==> src/rtl/status_reg_bank_sticky.sv <==
// status_reg_bank_sticky: IPbus status bank with sticky W1C errors, saturating trigger counters and timestamp snapshot
module status_reg_bank_sticky #(
  parameter int N_CHAN = 5,
  parameter int CNT_W  = 24,
  parameter int ERR_W  = 16,
  parameter int TS_W   = 44,
  parameter int ADDR_W = 6
) (
  input  logic              clk,
  input  logic              reset_n,
  input  logic              ipb_strobe,
  input  logic              ipb_write,
  input  logic [ADDR_W-1:0] ipb_addr,
  input  logic [31:0]       ipb_wdata,
  output logic [31:0]       ipb_rdata,
  output logic              ipb_ack,
  input  logic [31:0]       live_status,
  input  logic [ERR_W-1:0]  error_in,
  input  logic [N_CHAN-1:0] chan_trig,
  input  logic [TS_W-1:0]   trig_timestamp,
  output logic              counters_frozen
);
  logic accept, wr, w_err, w_ctl, clr, frz_eff, freeze, unused_wdata;
  logic [ERR_W-1:0] sticky;
  logic [TS_W-33:0] ts_hi;
  logic [CNT_W-1:0] cnt [N_CHAN];
  logic [31:0] rd;
  assign accept = ipb_strobe & ~ipb_ack;
  assign wr = accept & ipb_write;
  assign w_err = wr && ipb_addr == ADDR_W'(1);
  assign w_ctl = wr && ipb_addr == ADDR_W'(5);
  assign clr = w_ctl & ipb_wdata[0];
  // a freeze write gates triggers on its own accept edge
  assign frz_eff = w_ctl ? ipb_wdata[1] : freeze;
  assign counters_frozen = freeze;
  assign unused_wdata = ^ipb_wdata;
  always_comb begin
    rd = 32'hBAD0_ADD0;
    case (ipb_addr)
      ADDR_W'(0): rd = live_status;
      ADDR_W'(1): rd = 32'(sticky);
      ADDR_W'(2): rd = 32'(error_in);
      ADDR_W'(3): rd = trig_timestamp[31:0];
      ADDR_W'(4): rd = 32'(ts_hi);
      ADDR_W'(5): rd = {30'd0, freeze, 1'b0};
      ADDR_W'(6), ADDR_W'(7): rd = '0;
      default: for (int i = 0; i < N_CHAN; i++) if (ipb_addr == ADDR_W'(8 + i)) rd = 32'(cnt[i]);
    endcase
  end
  always_ff @(posedge clk or negedge reset_n) begin
    if (!reset_n) begin
      ipb_ack   <= 1'b0;
      ipb_rdata <= '0;
      sticky    <= '0;
      freeze    <= 1'b0;
      ts_hi     <= '0;
    end else begin
      ipb_ack <= accept;
      if (accept) ipb_rdata <= rd;
      sticky <= (sticky & ~(w_err ? ipb_wdata[ERR_W-1:0] : '0)) | error_in;
      if (w_ctl) freeze <= ipb_wdata[1];
      if (accept && !ipb_write && ipb_addr == ADDR_W'(3)) ts_hi <= trig_timestamp[TS_W-1:32];
    end
  end
  always_ff @(posedge clk or negedge reset_n) begin
    if (!reset_n) begin
      for (int i = 0; i < N_CHAN; i++) cnt[i] <= '0;
    end else begin
      for (int i = 0; i < N_CHAN; i++)
        if (clr) cnt[i] <= '0;
        else if (chan_trig[i] && !frz_eff && cnt[i] != '1) cnt[i] <= cnt[i] + 1'b1;
    end
  end
endmodule

==> config.mk <==
export PLATFORM = sky130hd
export DESIGN_NAME = status_reg_bank_sticky
export DESIGN_NICKNAME = d
export VERILOG_FILES = /design/src/rtl/status_reg_bank_sticky.sv
export SDC_FILE = /design/constraint.sdc
export NUM_CORES = 1
export LEC_CHECK = 0
export CELL_PAD_IN_SITES_DETAIL_PLACEMENT = 0
export CELL_PAD_IN_SITES_GLOBAL_PLACEMENT = 1
export CORE_ASPECT_RATIO = 1.75
export CORE_UTILIZATION = 35
export DETAILED_ROUTE_END_ITERATION = 12
export PLACE_DENSITY = 0.77
export SLEW_MARGIN = 10
export SYNTH_ARGS = -nofsm -noshare
export SYNTH_HDL_FRONTEND = slang
export SYNTH_SLANG_ARGS = --single-unit
export TNS_END_PERCENT = 5
==> constraint.sdc <==
create_clock -name clk -period 7.06 [get_ports clk]
set_input_delay 0.706 -clock clk [delete_from_list [all_inputs] [get_ports clk]]
set_output_delay 0.706 -clock clk [all_outputs]
set_load 0.005 [all_outputs]
==> impl_metrics.csv, run 1 <==
group,metric,value,unit
outcome,status,"finished clean",
clock_tree,post-cts-setup-buffers,0,
timing,finalSetupViolCount,0,
timing,max_freq,244,MHz
route,wl_per_cell,22.7,microns
critical_path,critPathCaptureType,"register",
timing,tightest_slew,1.27,ns
placed_design,dp_hpwl,28.0,mm
critical_path,critical_path_class,"in2reg",
yosys,yosysMostFrequentCell,"dfrtp_1",
yosys,seq_area_frac_synth,42.3,%
global_route,grtUsageMet3,4.19,%
critical_path,crit_path_start_kind,"input pin",
clock_tree,h-tree-depth,4,
clock_tree,postCtsHoldBufs,0,
cells_and_area,nets,1399,
yosys,synthCells,1139,
timing,final_hold_viol_count,0,
critical_path,timing.rr.end,"cnt[6]",
yosys,ys_ff_latch,182,
route,firstDrtPassIters,5,
clock_tree,clock_sinks,182,
yosys,async_flop_share,100,%
clock_tree,cts_buffer_depth,2,
cells_and_area,fin_cells,1655,
clock_tree,insertion_delay,0.46,ns
critical_path,timing.rr.start,"ipb_ack",
placed_design,port_buffers,156,
yosys,yosysWarnings,0,
critical_path,worstPathRequired,7.44,ns
global_route,grtUsageMet2,47.0,%
clock_tree,cts_root_buf,"clkbuf_16",
global_route,grt_max_degree,73,
critical_path,crit_arrival,4.48,ns
critical_path,cp_max_fo,15,
die,die_x,135,microns
route,drt-initial-drc-count,609,
timing,slew-limit-headroom,12.7,%
timing,final.min_clock_period,4.10,ns
yosys,syn_area_per_cell,9.45,sq um
placed_design,gp_congestion,0.895,
critical_path,rrSetupSlack,3.76,ns
clock_tree,clk_pin_slew,0.07,ns
die,initial_core_util,35.7,%
global_route,grt_busiest_layer,"met2",
critical_path,r2r_cells,6,
global_route,grt_usage,24.8,%
clock_tree,post_cts_resized,0,
global_route,antenna_found_initial,0,
route,viasPerCell,6.06,
timing,slew_viol_final,0,
die,rows,84,
yosys,synth_nets,1283,
pwr,p_leak,0.00486,uW
clock_tree,cts_made_buffers,17,
global_route,grt_use_met1,25.1,%
die,die-area,31500,sq um
placed_design,place_inst,1623,
yosys,yosysTopAreaCell,"dfrtp_1",
flow_run,maxCapViolations,0,
yosys,yosys.area.top_type_share,42.3,%
route,wirelength,37.6,mm
die,die_h,234,microns
route,final_antenna_net_count,0,
cells_and_area,n_antenna_cell,0,
cells_and_area,layout-area-overhead-vs-synth,23.1,%
route,drc,0,
global_route,overflow,0,
yosys,synth.distinct_cells,59,
timing,rsz0062_at_grt,"false",
timing,fin_crit_sh,58.0,%
die,ios,173,
yosys,synthTopCellsByArea,"dfrtp_1, mux4_2, a21oi_1",
pwr,p_per_area,215,nW/um^2
clock_tree,tritoncts,"done",
hold_path,hp-class,"in2async",
die,fp.coreArea,30200,sq um
global_route,grt_pass1_vias,9853,
yosys,synth-main-ff-cell,"dfrtp_1",
yosys,synth_common_cells,"dfrtp_1, nand2_1, a21oi_1",
pwr,irDropWorstVdd,0.169,mV
timing,skew,0.00912,ns
yosys,syn_area,10800,sq um
global_route,grt_pass1_wl,58.1,mm
timing,setup_tns,0,ns
yosys,synth_edf_count,0,
route,dr_total_vias,10000,
cells_and_area,drive_gt1_share,9.15,%
-- kinds of logic (layout without fill, tap and decap cells) --
logic type	count (synthesis)	count (layout)	share of synthesized area (%)
adders and majority gates	5	5	0.581
and+or+nand+nor	473	473	24.1
AOI/OAI and AO/OA	301	301	18.8
xor gates and xnor gates	3	3	0.244
muxes	80	80	10.5
DFF	182	182	42.3
buffers and inverters	95	224	3.49
-- metal layers --
metal  part of all wire, %  wire length, microns  vias to the layer above
li1                      -                     -                     4662
met1                    36                 13400                     4940
met2                    54                 20400                      338
met3                   4.5                  1690                       86
met4                   5.6                  2090                        0
met5                     0                     0                        -
-- flip-flops by register name, indices dropped and copies added (netlist names) --
name             flops
ipb_rdata           32
counters_frozen      1
ts_hi               12
cnt                120
sticky              16
ipb_ack              1
-- layout by cell type, fill, tap and decap left out, drive strengths merged, types with 5 or more instances in the layout --
master | Yosys | routed
inv | 17 | 22
or3 | 35 | 35
o21ai | 46 | 46
clkdlybuf4s50 | 0 | 153
o22ai | 7 | 7
dfrtp | 182 | 182
nand2 | 119 | 119
o211ai | 6 | 6
a21o | 16 | 16
a21oi | 93 | 93
or4 | 57 | 57
nor4b | 6 | 6
a22oi | 8 | 8
nand3 | 44 | 44
o31ai | 56 | 56
mux2i | 30 | 30
a221oi | 29 | 29
a221o | 11 | 11
ha | 5 | 5
nor4bb | 5 | 5
mux4 | 24 | 24
buf | 13 | 21
nor4 | 26 | 26
nand4 | 33 | 33
and3 | 6 | 6
nand2b | 25 | 25
clkbuf | 65 | 20
nor3 | 19 | 19
nor2 | 63 | 63
and2 | 7 | 7
and4 | 11 | 11
mux2 | 26 | 26
-- worst max path at each step --
stage / startpoint / end
floorplan: ipb_addr[5] / cnt[65]
global placement: ipb_addr[5] / cnt[6]
detailed placement: ipb_addr[5] / cnt[6]
CTS: ipb_addr[5] / cnt[6]
global route: ipb_addr[5] / cnt[117]
finish: ipb_addr[5] / cnt[6]
-- cell type report --
| type | count | area [sq um] |
|---|---|---|
| fillers | 2944 | 16900 |
| multi-input cells | 862 | 5850 |
| flip-flops and latches | 182 | 4550 |
| repair buffers | 175 | 1700 |
| well taps | 387 | 484 |
| clock buffers | 19 | 443 |
| clock inverters | 13 | 145 |
| inverters | 17 | 63.8 |
-- stage by stage --
stage | setup WS [ns] | hold slack, ns | util, % | total power [uW] | cell area [sq um]
CTS | 2.99 | 0.242 | 43.9 | 2880 | 13200
global placement | 2.54 | 0.456 | 41.9 | 1870 | 12700
floorplan | 4.21 | 0.410 | - | 1580 | 10800
global route | 2.75 | 0.257 | 43.9 | 2990 | 13200
finish | 2.96 | 0.225 | 43.9 | 2850 | 13200
detailed placement | 2.52 | 0.459 | 41.9 | 1890 | 12700
-- worst max-delay path, stage by stage --
cell,delay [ns]
clkdlybuf4s50_1,0.51
or3_1,0.74
o41ai_4,0.88
o2111ai_1,0.68
buf_4,0.40
or4_1,0.40
a21oi_1,0.15
-- power breakdown --
| group | switching (uW) | internal [uW] |
|---|---|---|
| combinational | 240 | 272 |
| clock | 450 | 535 |
| sequential | 193 | 1160 |
| total | 883 | 1970 |
Power figures use the tool's default switching activity.
==> inputs of run 2 (changes only) <==
- PLACE_DENSITY: 0.77 -> 0.8
- clock period: 7.06 -> 3.38 ns (I/O delays scaled with it)
==> run 2 against run 1 <==
  * Global-route usage grew 0.72 points
  * Die area is the same
  * Clock power grew 100%
  * Via count grew 2.9%
  * Register-to-register slack lost 3.1 ns
  * Sequential share of layout area shrank 0.86 points
  * Highest routed layer unchanged
==> impl_metrics.csv, run 2 (synthesis gave the netlist of run 1 again) <==
group,metric,value,unit
global_route,overflow,0,
route,viasPerCell,6.11,
timing,skew,0.0104,ns
critical_path,crit_chain,"clkdlybuf4s50_1, or3_1, o41ai_4, and2_1, inv_2, buf_4, or4_1, a21oi_1",
global_route,grtUsageMet2,47.7,%
critical_path,slowest_stage,"o41ai_4",
die,die_x,135,microns
timing,rsz0062_at_grt,"false",
die,die-area,31500,sq um
cells_and_area,largest_reg_flops,120,
timing,slew_viol_final,0,
critical_path,crit_path_start_kind,"input pin",
outcome,status,"finished clean",
die,initial_core_util,35.7,%
hold_path,hp-class,"in2reg",
clock_tree,post-cts-setup-buffers,0,
clock_tree,insertion_delay,0.46,ns
cells_and_area,regMostFlops,"cnt",
global_route,grt_pass1_vias,10300,
timing,final.min_clock_period,2.70,ns
cells_and_area,seq_area,4550,sq um
placed_design,port_buffers,156,
clock_tree,cts_root_buf,"clkbuf_16",
placed_design,gp_congestion,0.895,
route,drt-initial-drc-count,654,
route,drc,0,
cells_and_area,layout-area-overhead-vs-synth,26.2,%
cells_and_area,num-fill-cells,2905,
cells_and_area,drive_gt1_share,11.4,%
global_route,grt_busiest_layer,"met2",
placed_design,place_inst,1654,
critical_path,worstPathRequired,3.76,ns
global_route,grt_use_met1,24.9,%
clock_tree,tritoncts,"done",
timing,final_hold_viol_count,0,
global_route,grt_usage,25.5,%
critical_path,critPathCaptureType,"register",
cells_and_area,final_cell_mix,"dfrtp_1, clkdlybuf4s50_1, nand2_1",
global_route,grt_max_degree,81,
route,wl_per_cell,23.0,microns
global_route,antenna_found_initial,1,
clock_tree,clock_sinks,182,
timing,slew-limit-headroom,49.2,%
critical_path,critical_path_class,"in2reg",
die,rows,84,
global_route,grt_pass1_wl,59.7,mm
route,firstDrtPassIters,5,
critical_path,cp_max_fo,22,
pwr,irDropWorstVdd,0.340,mV
timing,fin_crit_sh,79.9,%
cells_and_area,multiInputGateArea,5850,sq um
route,dr_total_vias,10300,
critical_path,crit_arrival,3.09,ns
pwr,p_per_area,439,nW/um^2
die,fp.coreArea,30200,sq um
clock_tree,h-tree-depth,4,
route,final_antenna_net_count,0,
cells_and_area,final_common_cell,"dfrtp_1",
critical_path,cp_slowest_stage_delay,0.52,ns
timing,setup_tns,0,ns
clock_tree,cts_made_buffers,17,
timing,finalSetupViolCount,0,
flow_run,maxCapViolations,0,
cells_and_area,fin_cells,1688,
clock_tree,clk_pin_slew,0.07,ns
die,ios,173,
pwr,p_leak,0.00504,uW
timing,tightest_slew,0.761,ns
global_route,grtUsageMet3,4.67,%
clock_tree,cts_buffer_depth,2,
cells_and_area,nets,1431,
cells_and_area,reg.largest.list,"cnt (120), ipb_rdata (32), sticky (16)",
placed_design,dp_hpwl,29.5,mm
timing,max_freq,370,MHz
route,wirelength,38.9,mm
timing,hold_ws,0.461,ns
die,die_h,234,microns
run 2: power by group:
part | switching (uW) | leakage (uW) | total (uW) | internal (uW)
clock | 965 | 0.000273 | 2020 | 1050
combinational | 526 | 0.00247 | 1120 | 594
sequential | 402 | 0.00229 | 2830 | 2430
total | 1890 | 0.00504 | 5960 | 4070
run 2: area by class of cell:
type                            count  area share, %
Clock buffer                       18           3.23
Clock inverter                     14           1.05
Sequential cell                   182           33.5
Multi-Input combinational cell    862           43.1
Inverter                           17          0.470
Timing Repair Buffer              207           15.0
Antenna cell                        1         0.0184
Tap cell                          387           3.57
run 2: what timing repair did:
| item | in CTS | in global routing |
|---|---|---|
| resized for setup | 0 | 0 |
| endpoints found under the setup margin | 0 | 0 |
| hold buffers | 1 | 0 |
| endpoints found under the hold margin | 77 | 0 |
run 2: layer usage:
metal | up-vias | wire length, microns
met3 | 129 | 2050
met5 | - | 0
li1 | 4724 | -
met4 | 0 | 2670
met2 | 374 | 20900
met1 | 5090 | 13200
run 2: worst max-delay path: cells and delay by family:
family | cells | cell delay, ns
AO/OA/AOI/OAI | 2 | 0.68
buffers and inverters | 3 | 0.77
AND/OR/NAND/NOR | 3 | 1.29
run 2: path summary, 6_finish.rpt:
check	from	endpoint	slack, ns	depth (start not counted)
min	ipb_wdata[8]	sticky[8]	0.46	3
min reg2reg	sticky[11]	sticky[11]	0.48	1
min in group asynchronous	reset_n	cnt[57]	0.47	2
max	ipb_addr[5]	cnt[68]	0.68	8
max reg2reg	cnt[48]	cnt[67]	0.70	7
max in group asynchronous	reset_n	ipb_rdata[3]	2.00	3
run 2: through the flow:
step / worst slack [ns] / util (%) / instance area, sq um / total power (uW)
floorplan: 0.897 / - / 10800 / 3290
global placement: 0.258 / 43.0 / 13000 / 3940
detailed placement: 0.247 / 43.0 / 13000 / 3980
CTS: 0.711 / 45.0 / 13600 / 6010
global route: 0.494 / 45.0 / 13600 / 6240
finish: 0.678 / 45.0 / 13600 / 5960
==> inputs of run 3 (changes only) <==
- clock period: 3.38 -> 2.36 ns (I/O delays scaled with it)
==> run 3 against run 2 <==
  * First-iteration DRC count rose by 0.92%
  * Worst hold slack lost 0.19 ns
  * Die area did not move
  * Register-to-register slack worse by 0.63 ns
  * Critical endpoint is now cnt[84]
  * Sequential power rose by 39%
  * Sequential share of layout area shrank 2.1 points
==> impl_metrics.csv, run 3 (synthesis gave the netlist of run 1 again) <==
group,metric,value,unit
critical_path,cp_slowest_stage_delay,0.51,ns
cells_and_area,drive_gt1_share,18.2,%
die,die-area,31500,sq um
critical_path,crit_buf_inv,4,
cells_and_area,fin_cells,1782,
critical_path,startpoint,"ipb_addr[5]",
timing,finalSetupViolCount,0,
critical_path,worstPathRequired,2.73,ns
route,drt-initial-drc-count,660,
timing,max_freq,431,MHz
placed_design,port_buffers,156,
global_route,grt_pass1_vias,10600,
outcome,status,"finished clean",
cells_and_area,largest_reg_flops,120,
critical_path,crit_arrival,2.69,ns
critical_path,crit_end,"cnt[84]",
timing,tightest_slew,0.543,ns
placed_design,place_inst,1749,
cells_and_area,regMostFlops,"cnt",
critical_path,timing.rr.end,"cnt[84]",
die,die_x,135,microns
critical_path,critPathCaptureType,"register",
pwr,netSwitchingPower,2670,uW
placed_design,gp_congestion,0.923,
clock_tree,clock_sinks,182,
critical_path,critPathTopFamily,"simple AND/OR/NAND/NOR gates",
route,drc,0,
die,ios,173,
critical_path,slowest_stage,"or4_1",
flow_run,maxCapViolations,0,
timing,fin_crit_sh,98.4,%
timing,final.min_clock_period,2.32,ns
critical_path,critical_path_class,"in2reg",
clock_tree,cts_root_buf,"clkbuf_16",
clock_tree,cts_buffer_depth,2,
pwr,irDropWorstVdd,0.479,mV
timing,slew-limit-headroom,63.5,%
route,firstDrtPassIters,5,
global_route,grt_max_degree,59,
placed_design,dp_hpwl,30.9,mm
route,wirelength,40.1,mm
critical_path,rrSetupSlack,0.07,ns
pwr,p_leak,0.00557,uW
pwr,intPower,6430,uW
timing,skew,0.0119,ns
die,initial_core_util,35.7,%
route,final_antenna_net_count,0,
global_route,grt_pass1_wl,60.7,mm
clock_tree,clk_pin_slew,0.07,ns
critical_path,crit_path_start_kind,"input pin",
pwr,p_per_area,628,nW/um^2
pwr,p_seq_share,43.3,%
cells_and_area,layout-area-overhead-vs-synth,34.6,%
timing,final_hold_viol_count,0,
die,rows,84,
global_route,antenna_found_initial,0,
route,wl_per_cell,22.5,microns
hold_path,hp-class,"in2async",
clock_tree,cts_made_buffers,17,
cells_and_area,n_antenna_cell,0,
route,viasPerCell,5.96,
cells_and_area,nets,1526,
cells_and_area,final_cell_mix,"dfrtp_1, clkdlybuf4s50_1, buf_4",
timing,setup_tns,0,ns
cells_and_area,reg.largest.list,"cnt (120), ipb_rdata (32), sticky (16)",
critical_path,crit_chain,"clkdlybuf4s50_1, or3_4, o41ai_4, buf_6, and2_4, inv_2, buf_12, or4_1, a21oi_1",
timing,rsz0062_at_grt,"true",
global_route,grt_usage,26.0,%
die,die_h,234,microns
route,dr_total_vias,10600,
cells_and_area,final_common_cell,"dfrtp_1",
clock_tree,insertion_delay,0.46,ns
pwr,p_sw_share,29.3,%
clock_tree,h-tree-depth,4,
clock_tree,tritoncts,"done",
die,fp.coreArea,30200,sq um
pwr,clock_power_share,35.6,%
timing,slew_viol_final,0,
critical_path,critical_path_depth,9,
critical_path,r2r_cells,8,
global_route,overflow,0,
critical_path,cp_max_fo,34,
pwr,combPwrFrac,21.1,%
critical_path,timing.rr.start,"ipb_ack",
==> run 3: cell types whose count changed in the layout (fill, tap and decap cells not counted), sizes merged <==
| cell | previous run | this run |
|---|---|---|
| buf | 52 | 147 |
| bufinv | 1 | 5 |
| inv | 22 | 18 |
| clkbuf | 19 | 22 |
| clkinvlp | 4 | 2 |
| clkinv | 4 | 3 |
| diode | 1 | 0 |
==> run 3: how the worst min path moves through the flow <==
stage	cells past startpoint	slack [ns]	startpoint	end
floorplan	0	-0.06	reset_n	cnt[0]
global placement	1	0.20	reset_n	sticky[11]
detailed placement	1	0.20	reset_n	cnt[119]
CTS	2	0.26	reset_n	cnt[119]
global route	2	0.28	reset_n	cnt[115]
finish	2	0.27	reset_n	sticky[11]
==> run 3: per-stage QoR <==
step | hold slack [ns] | cell area (sq um) | worst slack [ns] | total power [uW] | util (%)
2_1_floorplan | -0.0596 | 10800 | -0.00832 | 4720 | -
3_3_place_gp | 0.204 | 13800 | -0.460 | 5830 | 45.6
3_5_place_dp | 0.201 | 13800 | -0.472 | 5890 | 45.6
4_1_cts | 0.263 | 14400 | 0.00806 | 9140 | 47.8
5_1_grt | 0.281 | 14500 | -0.0282 | 9480 | 48.0
6_report | 0.266 | 14500 | 0.0373 | 9100 | 48.0
==> run 3: what timing repair did <==
action,4_1_cts,5_1_grt
setup endpoints to repair,15,51
hold buffers,1,0
hold endpoints to repair,38,0
buffers inserted,0,0
resized for setup,1,12
gates cloned,0,0
pin swaps,1,1
==> run 3: power groups by stage <==
stage	sequential, uW	clock (uW)	combinational (uW)
after floorplan	3860	0	862
after global placement	3960	0	1870
after detailed placement	3980	0	1900
after CTS	3920	3300	1920
after global routing	3970	3410	2090
final	3940	3240	1920
==> run 3: cell type report <==
| class | instances | area, sq um |
|---|---|---|
| clock inverters | 11 | 196 |
| well taps | 387 | 484 |
| flip-flops and latches | 182 | 4550 |
| inverters | 17 | 63.8 |
| repair buffers | 302 | 2810 |
| multi-input cells | 862 | 5920 |
| clock buffers | 21 | 460 |
| fillers | 2823 | 15700 |
==> run 3: metal layers <==
layer	vias to the layer above	GRT usage [%]	share of wire, %
met5	-	0	0
met4	0	20.3	8.1
met3	126	5.23	5.7
met2	408	47.6	52
met1	5175	25.4	34
li1	4914	-	-
